`src/rtl/demorgan_pkg.sv`:
```
// Shared definitions for the De Morgan sweep block.
// Contents:
//   state_t      - sweep FSM states (IDLE, DRIVE, SAMPLE, DONE)
//   NUM_VECTORS  - number of {a,b} input combinations swept
//   ERR_W        - width of err_count (holds 0..NUM_VECTORS)
//   SETTLE_W     - width of the settle counter (SETTLE_CYCLES is 0..15)
//   IDX_W        - width of the vector index
package demorgan_pkg;

  typedef enum logic [1:0] {
    IDLE   = 2'd0,
    DRIVE  = 2'd1,
    SAMPLE = 2'd2,
    DONE   = 2'd3
  } state_t;

  localparam int NUM_VECTORS = 4;
  localparam int ERR_W       = 3;
  localparam int SETTLE_W    = 4;
  localparam int IDX_W       = 2;

endpackage

```
`src/rtl/demorgan_golden.sv`:
```
// Combinational checker for one De Morgan vector.
// Computes the golden value of each gate stage from a/b and flags the
// vector when either law pair disagrees or any stage differs from golden.
// Ports:
//   a, b        - stimulus bits currently applied
//   nandnb_in   - observed ~a & ~b
//   naorb_in    - observed ~(a | b)
//   nanb_or_in  - observed ~a | ~b
//   naandb_in   - observed ~(a & b)
//   fail        - 1 when this vector is wrong
module demorgan_golden (
  input  logic a,
  input  logic b,
  input  logic nandnb_in,
  input  logic naorb_in,
  input  logic nanb_or_in,
  input  logic naandb_in,
  output logic fail
);

  logic gold_nandnb;
  logic gold_naorb;
  logic gold_nanb_or;
  logic gold_naandb;
  logic law_fail;
  logic gold_fail;

  assign gold_nandnb  = ~a & ~b;
  assign gold_naorb   = ~(a | b);
  assign gold_nanb_or = ~a | ~b;
  assign gold_naandb  = ~(a & b);

  // The two law pairs must agree with each other as well as with golden.
  assign law_fail  = (nandnb_in != naorb_in) | (nanb_or_in != naandb_in);
  assign gold_fail = (nandnb_in  != gold_nandnb)  | (naorb_in  != gold_naorb) |
                     (nanb_or_in != gold_nanb_or) | (naandb_in != gold_naandb);

  assign fail = law_fail | gold_fail;

endmodule

```
`src/rtl/demorgan_sweep.sv`:
```
// Exhaustive De Morgan sweep controller.
// On start (sampled in IDLE) it drives {a,b} = 00,01,10,11, holds each
// vector SETTLE_CYCLES cycles, samples the four observed gate outputs for
// one cycle, and records failures. A one-cycle DONE publishes the result.
// Ports:
//   clk, rst_n           - clock and synchronous active-low reset
//   start                - launch a sweep (level-sampled in IDLE)
//   a, b                 - registered stimulus to the gate stages
//   nandnb_in..naandb_in - observed gate stage outputs
//   busy                 - high in DRIVE and SAMPLE
//   done                 - one-cycle pulse in DONE
//   pass                 - last sweep had no failing vector
//   err_count            - failing vectors in last sweep (saturates at 4)
//   fail_vec             - bit i set when vector i failed
//   fsm_state            - current FSM state, for observation
module demorgan_sweep
  import demorgan_pkg::*;
#(
  parameter int unsigned SETTLE_CYCLES = 2
) (
  input  logic                   clk,
  input  logic                   rst_n,
  input  logic                   start,
  output logic                   a,
  output logic                   b,
  input  logic                   nandnb_in,
  input  logic                   naorb_in,
  input  logic                   nanb_or_in,
  input  logic                   naandb_in,
  output logic                   busy,
  output logic                   done,
  output logic                   pass,
  output logic [ERR_W-1:0]       err_count,
  output logic [NUM_VECTORS-1:0] fail_vec,
  output state_t                 fsm_state
);

  // Last settle count value; only meaningful when SETTLE_CYCLES > 0.
  localparam int                   SETTLE_LAST_I = (SETTLE_CYCLES == 0) ? 0 : int'(SETTLE_CYCLES) - 1;
  localparam logic [SETTLE_W-1:0]  SETTLE_LAST   = SETTLE_W'(SETTLE_LAST_I);
  localparam logic [IDX_W-1:0]     LAST_IDX      = IDX_W'(NUM_VECTORS - 1);
  localparam logic [ERR_W-1:0]     ERR_MAX       = ERR_W'(NUM_VECTORS);
  // With no settle time a new vector goes straight to sampling.
  localparam state_t               VEC_ENTRY     = (SETTLE_CYCLES == 0) ? SAMPLE : DRIVE;

  state_t              state;
  logic [IDX_W-1:0]    idx;
  logic [SETTLE_W-1:0] settle_cnt;
  logic                vec_fail;
  logic [ERR_W-1:0]    err_sat;

  demorgan_golden u_golden (
    .a          (a),
    .b          (b),
    .nandnb_in  (nandnb_in),
    .naorb_in   (naorb_in),
    .nanb_or_in (nanb_or_in),
    .naandb_in  (naandb_in),
    .fail       (vec_fail)
  );

  assign err_sat   = (err_count == ERR_MAX) ? err_count : err_count + 1'b1;
  assign fsm_state = state;

  always_ff @(posedge clk) begin
    if (!rst_n) begin
      state      <= IDLE;
      idx        <= '0;
      settle_cnt <= '0;
      a          <= 1'b0;
      b          <= 1'b0;
      busy       <= 1'b0;
      done       <= 1'b0;
      pass       <= 1'b0;
      err_count  <= '0;
      fail_vec   <= '0;
    end else begin
      done <= 1'b0;
      case (state)
        IDLE: begin
          if (start) begin
            state      <= VEC_ENTRY;
            idx        <= '0;
            settle_cnt <= '0;
            a          <= 1'b0;
            b          <= 1'b0;
            busy       <= 1'b1;
            err_count  <= '0;
            fail_vec   <= '0;
            pass       <= 1'b0;
          end
        end
        DRIVE: begin
          if (settle_cnt == SETTLE_LAST) begin
            state      <= SAMPLE;
            settle_cnt <= '0;
          end else begin
            settle_cnt <= settle_cnt + 1'b1;
          end
        end
        SAMPLE: begin
          if (vec_fail) begin
            fail_vec[idx] <= 1'b1;
            err_count     <= err_sat;
          end
          if (idx == LAST_IDX) begin
            state <= DONE;
            busy  <= 1'b0;
            done  <= 1'b1;
            a     <= 1'b0;
            b     <= 1'b0;
            // Fold in the final vector so pass is valid alongside done.
            pass  <= (err_count == '0) && !vec_fail;
          end else begin
            state    <= VEC_ENTRY;
            idx      <= idx + 1'b1;
            {a, b}   <= idx + 1'b1;
          end
        end
        DONE: begin
          state <= IDLE;
        end
        default: begin
          state <= IDLE;
        end
      endcase
    end
  end

endmodule

```
`config.mk`:
```
export PLATFORM = sky130hd
export DESIGN_NAME = demorgan_sweep
export DESIGN_NICKNAME = d
export VERILOG_FILES = /design/src/rtl/demorgan_pkg.sv /design/src/rtl/demorgan_golden.sv /design/src/rtl/demorgan_sweep.sv
export SDC_FILE = /design/constraint.sdc
export NUM_CORES = 1
export LEC_CHECK = 0
export CAP_MARGIN = 0
export CORE_MARGIN = 2
export CORE_UTILIZATION = 50
export DETAILED_ROUTE_END_ITERATION = 16
export DONT_BUFFER_PORTS = 1
export PLACE_DENSITY = 0.68
export REMOVE_ABC_BUFFERS = 1
export SYNTH_ARGS = -nofsm -noshare
export SYNTH_HDL_FRONTEND = slang
export SYNTH_SLANG_ARGS = --single-unit
```
`constraint.sdc`:
```
create_clock -name clk -period 1.35 [get_ports clk]
set_input_delay 0.2025 -clock clk [delete_from_list [all_inputs] [get_ports clk]]
set_output_delay 0.2025 -clock clk [all_outputs]
set_load 0.01 [all_outputs]
```
==> results of run 1 <==
-- worst max-delay path, delay by kind of cell (launching register included) --
kind / cells / cell delay (ns)
AOI/OAI and AO/OA: 3 / 0.66
and+or+nand+nor: 1 / 0.39
DFF: 1 / 0.36
-- cell families (layout without fill, tap and decap cells) --
group / after synthesis / in the layout / synth area share
buffers and inverters: 10 / 33 / 0.0372
muxes: 1 / 1 / 0.00959
and+or+nand+nor: 54 / 54 / 0.255
DFF: 20 / 20 / 0.384
AOI/OAI and AO/OA: 33 / 33 / 0.218
adders and majority gates: 8 / 8 / 0.0959
-- how the worst min path moves through the flow --
stage / from / to / slack (ns) / depth (start not counted)
5_1_grt: rst_n / err_count[0] / 0.07 / 2
3_3_place_gp: rst_n / b / 0.34 / 1
6_report: rst_n / err_count[0] / 0.05 / 2
2_1_floorplan: rst_n / b / 0.32 / 1
4_1_cts: rst_n / err_count[0] / 0.06 / 2
3_5_place_dp: rst_n / b / 0.34 / 1
-- cell usage in the layout, fill, tap and decap left out, types with 2 or more instances in the layout --
| master | synthesis | layout |
|---|---|---|
| a21oi_1 | 8 | 6 |
| ha_1 | 8 | 6 |
| dfxtp_1 | 20 | 17 |
| o2111ai_1 | 2 | 2 |
| nand2b_1 | 4 | 4 |
| nand4_1 | 2 | 2 |
| a211oi_1 | 3 | 2 |
| inv_1 | 7 | 7 |
| nand2_1 | 15 | 15 |
| nor3_1 | 2 | 2 |
| nor3b_1 | 3 | 3 |
| o21ba_2 | 2 | 2 |
| o211ai_1 | 2 | 2 |
| o21ai_1 | 0 | 3 |
| dfxtp_2 | 0 | 3 |
| a21oi_2 | 0 | 2 |
| clkbuf_4 | 0 | 3 |
| o21ai_0 | 6 | 2 |
| nand3_1 | 8 | 8 |
| nor2_1 | 14 | 14 |
| buf_4 | 0 | 21 |
| ha_2 | 0 | 2 |
-- layout make-up --
type                            count  area, um^2  area share
Inverter                            7        26.3      0.0199
Multi-Input combinational cell     96         634       0.481
Clock buffer                        3        22.5      0.0171
Sequential cell                    20         404       0.306
Clock inverter                      1        30.0      0.0228
Timing Repair Buffer               22         168       0.127
Tap cell                           27        33.8      0.0256
-- stage by stage --
stage | instances | setup WS (ns) | setup TNS (ns)
2_1_floorplan | 123 | -0.188 | -1.11
3_3_place_gp | 170 | -0.200 | -1.10
3_5_place_dp | 170 | -0.285 | -1.78
4_1_cts | 176 | -0.156 | -1.01
5_1_grt | 176 | -0.230 | -1.41
6_report | 176 | -0.161 | -0.982
-- layer usage --
layer	part of all wire	global-route usage	vias to the layer above	wire, um
met4	0.0094	0.0741	0	23
met3	0.036	0.0333	2	89
met5	0	0	-	0
li1	-	-	499	-
met2	0.53	0.382	25	1290
met1	0.42	0.260	484	1040
-- registers in the layout (all words and copies together) (netlist names) --
| signal | cells |
|---|---|
| busy | 1 |
| idx | 2 |
| b | 1 |
| fail_vec | 4 |
| done | 1 |
| err_count | 3 |
| pass | 1 |
| a | 1 |
| settle_cnt | 4 |
| fsm_state | 2 |
-- what timing repair did --
action / 4_1_cts / 5_1_grt
setup endpoints to repair: 8 / 14
pin swaps: 11 / 6
gates resized for setup: 9 / 7
gates cloned: 0 / 0
hold buffers: 1 / 0
buffers inserted: 1 / 0
endpoints found under the hold margin: 1 / 0
-- cells in the mapped netlist, drive strengths merged --
cell type and number:
o21a 1, mux2i 1, clkbuf 1, a31oi 1
nand3b 1, nor3b 3, a211oi 3, nor2 14
nand4 2, nor2b 1, nand2b 4, o21ba 2
nand3 8, buf 2, o2111ai 2, a2bb2oi 1
a22oi 1, a41oi 1, a211o 1, and3b 1
a21oi 8, nor4 1, ha 8, dfxtp 20
or3b 1, o31ai 1, nand4b 1, inv 7
o211ai 2, a31o 1, nor3 2, nand2 15
o21ai 6, o311ai 1, o211a 1
-- power groups by stage --
| stage | registers (mW) | clock network, mW | logic [mW] |
|---|---|---|---|
| floorplan | 0.664 | 0 | 0.117 |
| global placement | 0.654 | 0 | 0.219 |
| finish | 0.644 | 0.506 | 0.240 |
| global route | 0.648 | 0.530 | 0.266 |
| CTS | 0.643 | 0.510 | 0.234 |
| detailed placement | 0.656 | 0 | 0.226 |
==> impl_results.md, run 1 <==
- Worst-skew pair later-pin latency: 0.31 ns
- DRC Markers: 0
- Critical-path cell with the highest stage delay: or3b_4
- Max cap viols: 0
- Register-to-register setup slack: -0.16 ns
- Sequential Power Share: 0.463
- Die width: 49.7 um
- Post-placement cell area: 1210 um^2
- Core footprint: 1960 um^2
- CTS tree: built
- Yosys top cell by area: dfxtp_1
- FMAX: 0.662 GHz
- Input/output buffers: 0
- Beginning of the worst register-to-register path: b
- Nets@finish: 165
- Starting Density: 0.532
- Final hold violations: 0
- Req. time, crit path: 1.56 ns
- Worst reg2reg path endpoint: fail_vec[0]
- Die height: 49.7 um
- Clock share of power: 0.364
- Sequence of cells on the critical path: or3b_4, a211o_1, a21oi_2, o21ai_1
- Vias/cell: 5.74
- Maximum VDD drop: 0.741 mV
- H-Tree Depth: 1
- Fillers: 186
- Antenna cells: 0
- Crit path DAT: 1.72 ns
- Post-synthesis cell type count: 36
- Status: finished with violations
- Peak per-stage delay on the critical path: 0.39 ns
- Detail Route Antenna Nets: 0
- WL final: 2.45 mm
- R2r worst-path depth: 4
- CP Class: reg -> reg
- Ys Warns: 0
- Switching share of power: 0.258
- Share of cells above drive strength 1: 0.262
- Slew headroom: 0.815
- # IOs: 21
- Worst-path clk slew: 0.13 ns
- CTS sink count: 20
- RD Place Congestion: 0.803
- Endpoints failing setup: 7
- Tcrit/Tclk final: 1.12
- Part of the Yosys area used for sequential elements: 0.384
- Number of CTS-inserted buffers: 3
- Worst hold-check path type: in -> reg
- Synth top area share: 0.384
- Crit. Startpoint: b
- PnR worst setup slack: -0.161 ns
- Design area: 1320 um^2
- Final Power: 1.39 mW
- Global-route wire length before repair: 4.15 mm
- Leakage power: 0.531 nW
- Pint: 1.03 mW
- WL per Instance: 13.9 um
- Clock skew: 0.00511 ns
- Antenna violations before repair: 0
- Final Slew Violations: 0
- Power Density: 1050 nW/um^2
- Post-DP HPWL: 1.81 mm
- Pre-antenna DRT Iters: 4
- Netlist Area Pre-Place: 1040 um^2
- Startpoint types: register
- Cells after Synth: 126
- Clock Path Buffers: 2
- Synthesis-to-layout area growth: 26.4%
- WHS: 0.0541 ns
- Crit end category: register
- Logic gate share of total power: 0.173
- Largest net degree at the start of global routing: 15
- Congestion Overflow GR: 0
- GR Util All Layers: 0.214
- Util after Layout: 0.672
- Worst setup endpoint: fail_vec[0]
- Synth area leaders: dfxtp_1 38%, ha_1 9.6%, nand2_1 5.4%
- Std cell rows: 16
- Vias: 1010
- Failing checks: negative setup slack
- RSZ-0062 raised after global routing: yes
- P_sw: 0.358 mW
- CTS Root Cell: clkbuf_4
- Slew @ Worst Pin: 0.269 ns
- Die area: 2470 um^2
- Synthesized flop and latch total: 20
- Mapped Avg Cell Area: 8.28 um^2
- DRT iter0 DRCs: 27
- Top fanout value on the critical path: 4
- Tmin final: 1.51 ns
- Vias in the first global route: 985
(Power assumes the default switching activity.)
==> run 2, diff against run 1 <==
Settings changed: ABC_CLOCK_PERIOD_IN_PS set to 1350, HOLD_SLACK_MARGIN set to 0.02.
==> results of run 2 <==
The final DEF is identical to that of run 1; final timing and power are the same.
